`config.mk`:
```
export PLATFORM = sky130hd
export DESIGN_NAME = shift_deserializer
export DESIGN_NICKNAME = d
export VERILOG_FILES = /design/src/rtl/shift_deserializer.sv
export SDC_FILE = /design/constraint.sdc
export NUM_CORES = 1
export LEC_CHECK = 0
export BUFFER_PORTS_ARGS = -buffer_cell sky130_fd_sc_hd__buf_2
export CORE_MARGIN = 3
export CORE_UTILIZATION = 45
export CTS_BUF_LIST = sky130_fd_sc_hd__clkbuf_8
export DETAILED_ROUTE_END_ITERATION = 16
export PLACE_DENSITY = 0.66
export SLEW_MARGIN = 0
export SYNTH_ARGS = -nofsm -noshare
export SYNTH_HDL_FRONTEND = slang
export SYNTH_SLANG_ARGS = --single-unit
```
`constraint.sdc`:
```
create_clock -name clk -period 1.9 [get_ports clk]
set_clock_uncertainty 0.05 [all_clocks]
set_input_delay 0.095 -clock clk [delete_from_list [all_inputs] [get_ports clk]]
set_output_delay 0.095 -clock clk [all_outputs]
set_load 0.1 [all_outputs]
```
`src/rtl/shift_deserializer.sv`:
```
// Serial-to-parallel receiver: collects TO bits from a 1-bit valid/ready stream into a word,
// with a one-word output holding register so the next word can shift in while the last one waits.
module shift_deserializer #(
    parameter int unsigned TO        = 100,
    parameter int unsigned LOG2TO    = 8,
    parameter bit          MSB_FIRST = 1'b1
) (
    input  logic          clk,
    input  logic          reset,
    input  logic          data_i,
    input  logic          valid_i,
    output logic          ready_o,
    input  logic          abort_i,
    output logic [TO-1:0] data_o,
    output logic          valid_o,
    input  logic          ready_i,
    output logic          overrun_o
);

    typedef enum logic {StCollect, StFull} state_e;

    localparam logic [LOG2TO-1:0] LastCnt = LOG2TO'(TO - 1);

    state_e            state_q, state_d;
    logic [LOG2TO-1:0] cnt_q, cnt_d;
    logic [TO-1:0]     sr_q, sr_d, sr_shift;
    logic [TO-1:0]     data_q, data_d;
    logic              valid_q, valid_d;
    logic              overrun_q, overrun_d;

    always_comb begin
        if (MSB_FIRST) begin
            sr_shift = {sr_q[TO-2:0], data_i};
        end else begin
            sr_shift = {data_i, sr_q[TO-1:1]};
        end
    end

    assign ready_o   = reset && (state_q == StCollect);
    assign data_o    = data_q;
    assign valid_o   = valid_q;
    assign overrun_o = overrun_q;

    always_comb begin
        state_d   = state_q;
        cnt_d     = cnt_q;
        sr_d      = sr_q;
        data_d    = data_q;
        valid_d   = valid_q;
        overrun_d = overrun_q;
        unique case (state_q)
            StCollect: begin
                // Consumed word drops valid unless a new word lands at the same edge (below).
                if (valid_q && ready_i) begin
                    valid_d = 1'b0;
                end
                if (abort_i) begin
                    cnt_d = '0;
                    sr_d  = '0;
                    if (cnt_q != '0) begin
                        overrun_d = 1'b1;
                    end
                end else if (valid_i) begin
                    sr_d = sr_shift;
                    if (cnt_q == LastCnt) begin
                        cnt_d = '0;
                        if (!valid_q || ready_i) begin
                            data_d  = sr_shift;
                            valid_d = 1'b1;
                        end else begin
                            state_d = StFull;
                        end
                    end else begin
                        cnt_d = cnt_q + LOG2TO'(1);
                    end
                end
            end
            StFull: begin
                // valid_o is necessarily high here, so it simply stays high.
                if (ready_i) begin
                    data_d  = sr_q;
                    state_d = StCollect;
                end
            end
            default: state_d = StCollect;
        endcase
    end

    always_ff @(posedge clk) begin
        if (!reset) begin
            state_q   <= StCollect;
            cnt_q     <= '0;
            sr_q      <= '0;
            data_q    <= '0;
            valid_q   <= 1'b0;
            overrun_q <= 1'b0;
        end else begin
            state_q   <= state_d;
            cnt_q     <= cnt_d;
            sr_q      <= sr_d;
            data_q    <= data_d;
            valid_q   <= valid_d;
            overrun_q <= overrun_d;
        end
    end

endmodule
```
==> results of run 1 <==
[final timing paths]
| path | from | end | slack (ns) | cells after the start |
|---|---|---|---|---|
| setup / recovery | cnt_q[7] | data_o[22] | -0.19 | 6 |
| hold / removal | valid_i | cnt_q[6] | 0.08 | 4 |
| hold reg to reg | sr_q[99] | sr_q[99] | 0.45 | 2 |
| setup reg to reg | cnt_q[7] | data_o[22] | -0.19 | 6 |
[cell type report]
cell class,count,share of cell area [%]
multi-input combinational,557,37.6
sequential,211,37.8
timing repair buffer,181,14.7
inverter,6,0.268
clock inverter,17,1.13
tap,260,2.90
clock buffer,46,5.65
[layer usage]
metal	global-route usage, %	share of wire (%)	vias up
met5	0	0	-
met4	5.75	1.7	0
met3	3.83	5.0	26
met2	25.5	45	151
met1	24.2	49	3272
li1	-	-	3361
[cells by family (layout without fill, tap and decap cells)]
logic type | after synthesis | in the layout
buffers and inverters | 85 | 250
DFF | 211 | 211
AOI/OAI and AO/OA | 218 | 218
and+or+nand+nor | 233 | 233
adders and majority gates | 2 | 2
xor gates and xnor gates | 4 | 4
muxes | 100 | 100
[power by group]
part / internal, mW / total, mW / switching (mW)
clock: 2.45 / 4.24 / 1.79
combinational: 0.0548 / 0.256 / 0.201
sequential: 4.43 / 4.43 / 0.00265
total: 6.93 / 8.92 / 1.99
[through the flow]
stage	area [µm²]	hold WS, ns	setup WS, ns
final	11200	0.0761	-0.185
after global routing	11200	0.116	-0.238
after CTS	10500	0.0235	-0.176
after detailed placement	9690	0.289	-0.168
after global placement	9690	0.283	-0.0968
after floorplan	8770	0.124	-0.0360
[state kept, by name, indices dropped and copies added (netlist names)]
| register | flops |
|---|---|
| state_q | 1 |
| data_o | 100 |
| overrun_o | 1 |
| valid_o | 1 |
| cnt_q | 8 |
| sr_q | 100 |
[cells in the final DEF, fill, tap and decap left out, types with 6 or more instances in the layout]
master	count
nand2_1	7
buf_8	7
clkbuf_8	46
buf_6	12
a211oi_2	100
a22oi_1	101
nor2_2	13
buf_2	107
buf_12	9
mux2i_1	100
clkbuf_16	13
nor2_1	192
inv_1	16
o21ai_0	6
buf_4	24
dfxtp_1	208
[repair_timing]
action / in CTS / in global routing
hold buffers: 4 / 0
resized for setup: 1 / 49
hold endpoints to repair: 10 / 0
gates cloned: 1 / 18
setup endpoints to repair: 99 / 101
buffers inserted: 1 / 13
pin swaps: 0 / 25
[worst max-delay path: cells and delay by family (launching register included)]
family / cells / cell delay [ns]
AO/OA/AOI/OAI: 2 / 0.39
flip-flops: 1 / 0.32
AND/OR/NAND/NOR: 1 / 0.55
buffers and inverters: 3 / 0.63
==> out/results.ini, run 1 <==
[synth]
avgSynthCellArea_um2 = 10.3
synth_area_leaders = dfxtp_1 48%, a211oi_2 14%, mux2i_1 11%, nor2_1 9.0%, a22oi_1 8.7%
synth_fp_nets = 861
dominantRegCellSynth = dfxtp_1
syn_inst = 853
synth_compound_area_share_pct = 24.2
synth-seq-area-share_pct = 48.2
synthMuxAreaShare_pct = 11.4
synth_top_area_share_pct = 48.2
synth_fa_ha_area_share_pct = 0.286
synthArstFlopShare_pct = 0
yosys.area_share.simple_pct = 10.4
ys_warn_count = 0
synth_xor_area_share_pct = 0.400
syn_area_mm2 = 0.00876
synth_edf_count = 0
yosys.area.top_type = dfxtp_1
synth_most_common_cell = dfxtp_1
ys_types = 31
synth_common_cells = 211 x dfxtp_1, 209 x nor2_1, 101 x a22oi_1
ys_ff_latch = 211
synth_top_family_by_area = compound AO/OA/AOI/OAI gates

[power_and_ir_drop]
power.density_mw_per_mm2 = 797
peakVddDrop_mv = 0.471
p_total_mw = 8.92
p_leak_nw = 3.92

[global_route]
grt_overflow_total = 0
track_usage_pct = 17.0
grt_max_degree = 60
grt_pass1_wl_um = 31000
antenna_found_initial = 0
first_global_vias = 6250

[place]
routabilityCongestion = 0.776
dp_cells = 1178
io_buffer_count = 108
dp_hpwl_um = 11000

[cells_and_area]
regArea_mm2 = 0.00423
fin_cells = 1278
drive_gt1_share_pct = 35.1
diodes = 0
multi_input_area_mm2 = 0.00421
area_growth_pct = 27.8
nFillCells = 1673
finish.utilization_pct = 59.3
nets = 1002

[min_path]
min_path_type = input port to flip-flop

[floorplan]
die_area_mm2 = 0.0212
start_util_pct = 46.4
die_h_um = 146
pin_count = 109
die_w_um = 146
core-area_mm2 = 0.0189
rows = 50

[routing]
antenna_left = 0
drtPass1Iterations = 5
wirelength_um = 19700
viasPerCell = 5.33
vias = 6810
wl_per_cell_um = 15.4
drtIter0Drc = 425
drc = 0

[sta]
maxSlewHeadroom_pct = 63.4
slew_viol_final = 0
worst_pin_slew_ns = 0.548
post-route-period-util_pct = 110
rsz0062_at_grt = true
fmaxAchievable_mhz = 480
hold_violations = 0
finalSetupViolCount = 100
worst_slack_ns = -0.185
fin_setup_tns_ns = -13.77
fin_crit_ns = 2.09

[run_status]
outcome = complete, but fails checks
violations = negative setup slack

[setup_path]
cpMostUsedCell = buf_6
worstSetupEndpointType = flip-flop
cp_cell_sequence = or4_4 > o41ai_4 > buf_6 > buf_6 > bufbuf_16 > a211oi_2
path_max_fanout = 14
crit_required_ns = 2.24
cp.arrival_ns = 2.42
crit_slowest_cell = or4_4
max_stage_delay_ns = 0.55
start_kind = flip-flop
crit_type = flip-flop to flip-flop

[clock_tree]
clkTransAtPathRegs_ns = 0.06
ctsRootBufferMaster = clkbuf_8
numCtsBuffers = 37
clock_sinks = 211
clock_latency_ns = 0.52
htree_num_levels = 2
cts_tree = done
clk_path_buf_depth = 3

[flow_run]
max_cap_violations = 0

Power figures use the tool's default switching activity.
==> run 2: changes to the inputs <==
--- a/config.mk
+++ b/config.mk
@@ -7,10 +7,10 @@
 export LEC_CHECK = 0
 export BUFFER_PORTS_ARGS = -buffer_cell sky130_fd_sc_hd__buf_2
 export CORE_MARGIN = 3
-export CORE_UTILIZATION = 45
+export CORE_UTILIZATION = 54
 export CTS_BUF_LIST = sky130_fd_sc_hd__clkbuf_8
 export DETAILED_ROUTE_END_ITERATION = 16
-export PLACE_DENSITY = 0.66
+export PLACE_DENSITY = 0.77
 export SLEW_MARGIN = 0
 export SYNTH_ARGS = -nofsm -noshare
 export SYNTH_HDL_FRONTEND = slang
==> run 2 against run 1 <==
Global-route usage grew 4.2 points. Flip-flop and latch count unchanged. Die area is 16% lower. Count of clock-buffer cells in the layout down 2. The run still ends with negative setup slack left.
==> out/results.ini, run 2 (synthesis results as in run 1) <==
[run_status]
outcome = complete, but fails checks  ; unchanged
violations = negative setup slack  ; unchanged

[clock_tree]
clkTransAtPathRegs_ns = 0.06  ; about the same
ctsRootBufferMaster = clkbuf_8  ; unchanged
numCtsBuffers = 35  ; was 37
clock_sinks = 211  ; unchanged
htree_num_levels = 2  ; unchanged
clk_path_buf_depth = 3  ; unchanged
cts_tree = done  ; unchanged
clock_latency_ns = 0.51  ; was 0.52 ns

[setup_path]
critPathTopFamily = buffers and inverters  ; unchanged
crit_slowest_cell = or4_4  ; unchanged
rr_endpoint = data_o[96]  ; was data_o[22]
r2r_slack_ns = -0.13  ; was -0.19 ns
crit_required_ns = 2.23  ; was 2.24 ns
cp_cell_sequence = or4_4 > o41ai_4 > buf_6 > buf_12 > bufbuf_16 > a211oi_2  ; was or4_4 > o41ai_4 > buf_6 > buf_6 > bufbuf_16 > a211oi_2
crit_buf_inv = 3  ; unchanged
crit_type = flip-flop to flip-flop  ; unchanged
path_max_fanout = 10  ; was 14
max_stage_delay_ns = 0.55  ; about the same
start_kind = flip-flop  ; unchanged
worstReg2RegStart = cnt_q[3]  ; was cnt_q[7]
cp.arrival_ns = 2.36  ; was 2.42 ns
worstSetupEndpointType = flip-flop  ; unchanged
rr_worst_depth = 6  ; unchanged

[sta]
rsz0062_at_grt = true  ; unchanged
worst_pin_slew_ns = 0.667  ; was 0.548 ns
post-route-period-util_pct = 107  ; was 110%
fin_crit_ns = 2.03  ; was 2.09 ns
hold-worst-slack_ns = 0.0336  ; was 0.0761 ns
maxSlewHeadroom_pct = 55.6  ; was 63.4%
fin_setup_tns_ns = -6.72  ; was -13.77 ns
hold_violations = 0  ; unchanged
worst_slack_ns = -0.131  ; was -0.185 ns
fmaxAchievable_mhz = 492  ; was 480 MHz
slew_viol_final = 0  ; unchanged
finalSetupViolCount = 96  ; was 100

[power_and_ir_drop]
p_leak_nw = 3.97  ; was 3.92 nW
power.density_mw_per_mm2 = 757  ; was 797 mW/mm²
peakVddDrop_mv = 0.643  ; was 0.471 mV

[floorplan]
die_w_um = 133  ; was 146 µm
die_area_mm2 = 0.0178  ; was 0.0212 mm²
pin_count = 109  ; unchanged
die_h_um = 133  ; was 146 µm
core-area_mm2 = 0.0155  ; was 0.0189 mm²
rows = 45  ; was 50
start_util_pct = 56.4  ; was 46.4%

[routing]
wirelength_um = 20200  ; was 19700 µm
viasPerCell = 5.62  ; was 5.33
antenna_left = 0  ; unchanged
drc = 0  ; unchanged
vias = 6940  ; was 6810
drtPass1Iterations = 5  ; unchanged
drtIter0Drc = 601  ; was 425
wl_per_cell_um = 16.4  ; was 15.4 µm

[global_route]
antenna_found_initial = 0  ; unchanged
grt_pass1_wl_um = 31800  ; was 31000 µm
grt_overflow_total = 0  ; unchanged
grt_max_degree = 72  ; was 60
first_global_vias = 6429  ; was 6250
track_usage_pct = 21.2  ; was 17.0%

[cells_and_area]
diodes = 0  ; unchanged
final_common_cell = dfxtp_1  ; unchanged
area_growth_pct = 27.5  ; was 27.8%
finish.utilization_pct = 71.9  ; was 59.3%
nFillCells = 1105  ; was 1673
drive_gt1_share_pct = 36.3  ; was 35.1%
nets = 1010  ; was 1002
postLayoutCellArea_mm2 = 0.0112  ; about the same
final_cell_mix = 208 x dfxtp_1, 178 x nor2_1, 107 x buf_2  ; was 208 x dfxtp_1, 192 x nor2_1, 107 x buf_2

[flow_run]
max_cap_violations = 0  ; unchanged

[min_path]
holdPathEnd = cnt_q[4]  ; was cnt_q[6]
min-delay-start = abort_i  ; was valid_i
min_path_type = input port to flip-flop  ; unchanged
whs_path_depth = 4  ; unchanged

[place]
io_buffer_count = 108  ; unchanged
routabilityCongestion = 0.784  ; was 0.776
dp_slack_ns = -0.166  ; was -0.168 ns
dp_hpwl_um = 10700  ; was 11000 µm
dpl_cell_area_mm2 = 0.00964  ; was 0.00969 mm²

-- run 2: cell count changes in the layout (fill, tap and decap cells not counted), moves of 4 or more --
cell / before / now
nor2_1: 192 / 178
nor2_2: 13 / 25
buf_12: 9 / 17
clkbuf_16: 13 / 6
buf_4: 24 / 30
inv_1: 16 / 20
-- run 2: timing repair --
item / in CTS / in global routing
gates cloned: 9 / 6
buffers inserted: 20 / 10
pin swaps: 14 / 25
endpoints found under the setup margin: 99 / 101
endpoints found under the hold margin: 10 / 0
gates resized for setup: 22 / 61
hold buffers: 4 / 0
-- run 2: worst max-delay path by stage --
stage,cells after the start,to,start,slack (ns)
2_1_floorplan,6,data_o[10],cnt_q[2],-0.04
3_3_place_gp,6,data_o[92],cnt_q[7],-0.11
3_5_place_dp,6,data_o[34],cnt_q[7],-0.17
4_1_cts,7,data_o[94],cnt_q[3],-0.10
5_1_grt,8,data_o[94],cnt_q[3],-0.17
6_report,6,data_o[96],cnt_q[3],-0.13
-- run 2: through the flow --
step / power (mW) / instances
6_report: 8.46 / 1235
5_1_grt: 8.76 / 1235
4_1_cts: 8.51 / 1223
3_5_place_dp: 4.77 / 1131
3_3_place_gp: 4.77 / 1131
2_1_floorplan: 4.70 / 853
-- run 2: layout make-up --
cell class	instances	area [µm²]	share of cell area, %
Tap cell	211	264	2.36
Timing Repair Buffer	191	1750	15.7
Sequential cell	211	4230	37.9
Clock buffer	44	606	5.42
Inverter	6	30.0	0.269
Clock inverter	15	56.3	0.504
Multi-Input combinational cell	557	4240	37.9
-- run 2: metal layers --
layer / track usage (%) / up-vias / routed length, µm / part of all wire [%]
met4: 7.77 / 0 / 323 / 1.6
met3: 4.12 / 25 / 1040 / 5.1
met5: 0 / - / 0 / 0
met1: 30.0 / 3372 / 9390 / 46
met2: 32.2 / 172 / 9480 / 47
li1: - / 3371 / - / -
-- run 2: worst min-delay path: stages --
cell	delay, ns
buf_2	0.16
o21bai_4	0.14
nand2_1	0.09
a21oi_1	0.05
-- run 2: where the power goes --
| part | internal, mW | switching [mW] | total (mW) |
|---|---|---|---|
| Combinational | 0.0530 | 0.196 | 0.249 |
| Sequential | 4.43 | 0.00315 | 4.43 |
| Clock | 2.06 | 1.71 | 3.78 |
==> run 3: changes to the inputs <==
--- a/config.mk
+++ b/config.mk
@@ -7,10 +7,11 @@
 export LEC_CHECK = 0
 export BUFFER_PORTS_ARGS = -buffer_cell sky130_fd_sc_hd__buf_2
 export CORE_MARGIN = 3
-export CORE_UTILIZATION = 54
+export CORE_UTILIZATION = 65
 export CTS_BUF_LIST = sky130_fd_sc_hd__clkbuf_8
+export CTS_CLUSTER_DIAMETER = 50
 export DETAILED_ROUTE_END_ITERATION = 16
-export PLACE_DENSITY = 0.77
+export PLACE_DENSITY = 0.87
 export SLEW_MARGIN = 0
 export SYNTH_ARGS = -nofsm -noshare
 export SYNTH_HDL_FRONTEND = slang
==> constraint.sdc (replaced) <==
create_clock -name clk -period 2.55 [get_ports clk]
set_clock_uncertainty 0.05 [all_clocks]
set_input_delay 0.1275 -clock clk [delete_from_list [all_inputs] [get_ports clk]]
set_output_delay 0.1275 -clock clk [all_outputs]
set_load 0.1 [all_outputs]
==> run 3 against run 2 <==
The run now ends clean. Flip-flop and latch count unchanged. Maximum frequency down 11%. Die area decreased by 16%. Register-to-register slack better by 0.41 ns. Highest routed layer unchanged.
==> out/results.ini, run 3 (synthesis results as in run 1) <==
[run_status]
outcome = completed  ; was complete, but fails checks

[sta]
finalSetupViolCount = 0  ; was 96
maxSlewHeadroom_pct = 55.7  ; was 55.6%
fin_crit_ns = 2.27  ; was 2.03 ns
fmaxAchievable_mhz = 440  ; was 492 MHz
rsz0062_at_grt = false  ; was true
hold_violations = 0  ; unchanged
fin_setup_tns_ns = 0  ; was -6.72 ns
worst_pin_slew_ns = 0.665  ; was 0.667 ns
slew_viol_final = 0  ; unchanged
post-route-period-util_pct = 89.1  ; was 107%

[cells_and_area]
area_growth_pct = 14.9  ; was 27.5%
diodes = 0  ; unchanged
final_common_cell = dfxtp_1  ; unchanged
drive_gt1_share_pct = 28.8  ; was 36.3%
nFillCells = 863  ; was 1105
nets = 946  ; was 1010
final_cell_mix = 210 x dfxtp_1, 209 x nor2_1, 108 x buf_2  ; was 208 x dfxtp_1, 178 x nor2_1, 107 x buf_2
fin_cells = 1135  ; was 1235

[flow_run]
max_cap_violations = 0  ; unchanged

[clock_tree]
numCtsBuffers = 35  ; unchanged
post-cts-setup-buffer-count = 0  ; was 20
clock_sinks = 211  ; unchanged
hold_buffers = 4  ; unchanged
clock_latency_ns = 0.49  ; was 0.51 ns
clk_path_buf_depth = 3  ; unchanged
clkTransAtPathRegs_ns = 0.06  ; about the same
ctsRootBufferMaster = clkbuf_8  ; unchanged
cts_resized = 0  ; was 22
cts_tree = done  ; unchanged
htree_num_levels = 2  ; unchanged

[setup_path]
path_max_fanout = 53  ; was 10
crit_required_ns = 2.90  ; was 2.23 ns
cp.arrival_ns = 2.63  ; was 2.36 ns
start_kind = flip-flop  ; unchanged
crit_type = flip-flop to flip-flop  ; unchanged
critPathLaunch = cnt_q[2]  ; was cnt_q[3]
worstSetupEndpointType = flip-flop  ; unchanged
worstReg2RegStart = cnt_q[2]  ; was cnt_q[3]

[global_route]
grt_pass1_wl_um = 29200  ; was 31800 µm
first_global_vias = 5980  ; was 6429
grt_overflow_total = 0  ; unchanged
antenna_found_initial = 0  ; unchanged
grt_max_degree = 94  ; was 72
track_usage_pct = 23.3  ; was 21.2%

[routing]
drtIter0Drc = 412  ; was 601
antenna_left = 0  ; unchanged
vias = 6584  ; was 6940
drc = 0  ; unchanged
viasPerCell = 5.80  ; was 5.62
wirelength_um = 17700  ; was 20200 µm
wl_per_cell_um = 15.6  ; was 16.4 µm
drtPass1Iterations = 5  ; unchanged

[floorplan]
pin_count = 109  ; unchanged
core-area_mm2 = 0.0129  ; was 0.0155 mm²
die_h_um = 122  ; was 133 µm
die_w_um = 122  ; was 133 µm
rows = 41  ; was 45
start_util_pct = 68.0  ; was 56.4%
die_area_mm2 = 0.0149  ; was 0.0178 mm²

[place]
io_buffer_count = 108  ; unchanged
dp_hpwl_um = 10500  ; was 10700 µm
dp_cells = 1069  ; was 1131
routabilityCongestion = 0.830  ; was 0.784

[power_and_ir_drop]
peakVddDrop_mv = 0.507  ; was 0.643 mV
p_leak_nw = 3.42  ; was 3.97 nW
power.density_mw_per_mm2 = 625  ; was 757 mW/mm²

[min_path]
min-delay-start = abort_i  ; unchanged
min_path_type = input port to flip-flop  ; unchanged

## run 3: where the power goes
part / total, mW / switching [mW] / internal, mW
clock network: 2.82 / 1.25 / 1.58
logic: 0.171 / 0.142 / 0.0284
registers: 3.30 / 0.00264 / 3.30
total: 6.29 / 1.39 / 4.90
## run 3: path summary, 6_finish.rpt
kind | end | slack (ns) | cells past startpoint
worst max-delay path | data_o[20] | 0.28 | 6
worst min-delay path | cnt_q[6] | 0.05 | 4
worst max register to register | data_o[20] | 0.28 | 6
worst min register to register | overrun_o | 0.42 | 1
## run 3: layout make-up
| type | instances | area, µm² | area share, % |
|---|---|---|---|
| clock buffers | 45 | 619 | 6.15 |
| clock inverters | 17 | 66.3 | 0.659 |
| inverters | 6 | 30.0 | 0.298 |
| flip-flops and latches | 211 | 4230 | 42.0 |
| multi-input cells | 557 | 4130 | 41.0 |
| repair buffers | 127 | 781 | 7.76 |
| well taps | 172 | 215 | 2.14 |
## run 3: routing by layer
layer / share of wire, % / wire length, µm / GRT usage, % / vias to the layer above
met5: 0 / 0 / 0 / -
met1: 47 / 8400 / 33.1 / 3163
met2: 46 / 8140 / 36.0 / 163
met3: 5.2 / 917 / 5.43 / 27
li1: - / - / - / 3231
met4: 1.6 / 286 / 6.16 / 0
## run 3: critical path: stages, from the launching register on
cell      delay (ns)
dfxtp_1         0.36
or4_4           0.57
o41ai_4         0.35
buf_12          0.22
buf_12          0.27
nor2_1          0.11
a211oi_2        0.22
## run 3: metrics by stage
stage               hold WS, ns  instance area (µm²)  total power [mW]  setup slack (ns)  util, %
floorplan                 0.157                 8760              3.50             0.217        -
global placement          0.293                 9340              3.54             0.402     72.5
detailed placement        0.303                 9340              3.54             0.334     72.5
CTS                      0.0289                10100              6.36             0.281     78.2
global route             0.0513                10100              6.54             0.141     78.2
finish                   0.0451                10100              6.29             0.277     78.2
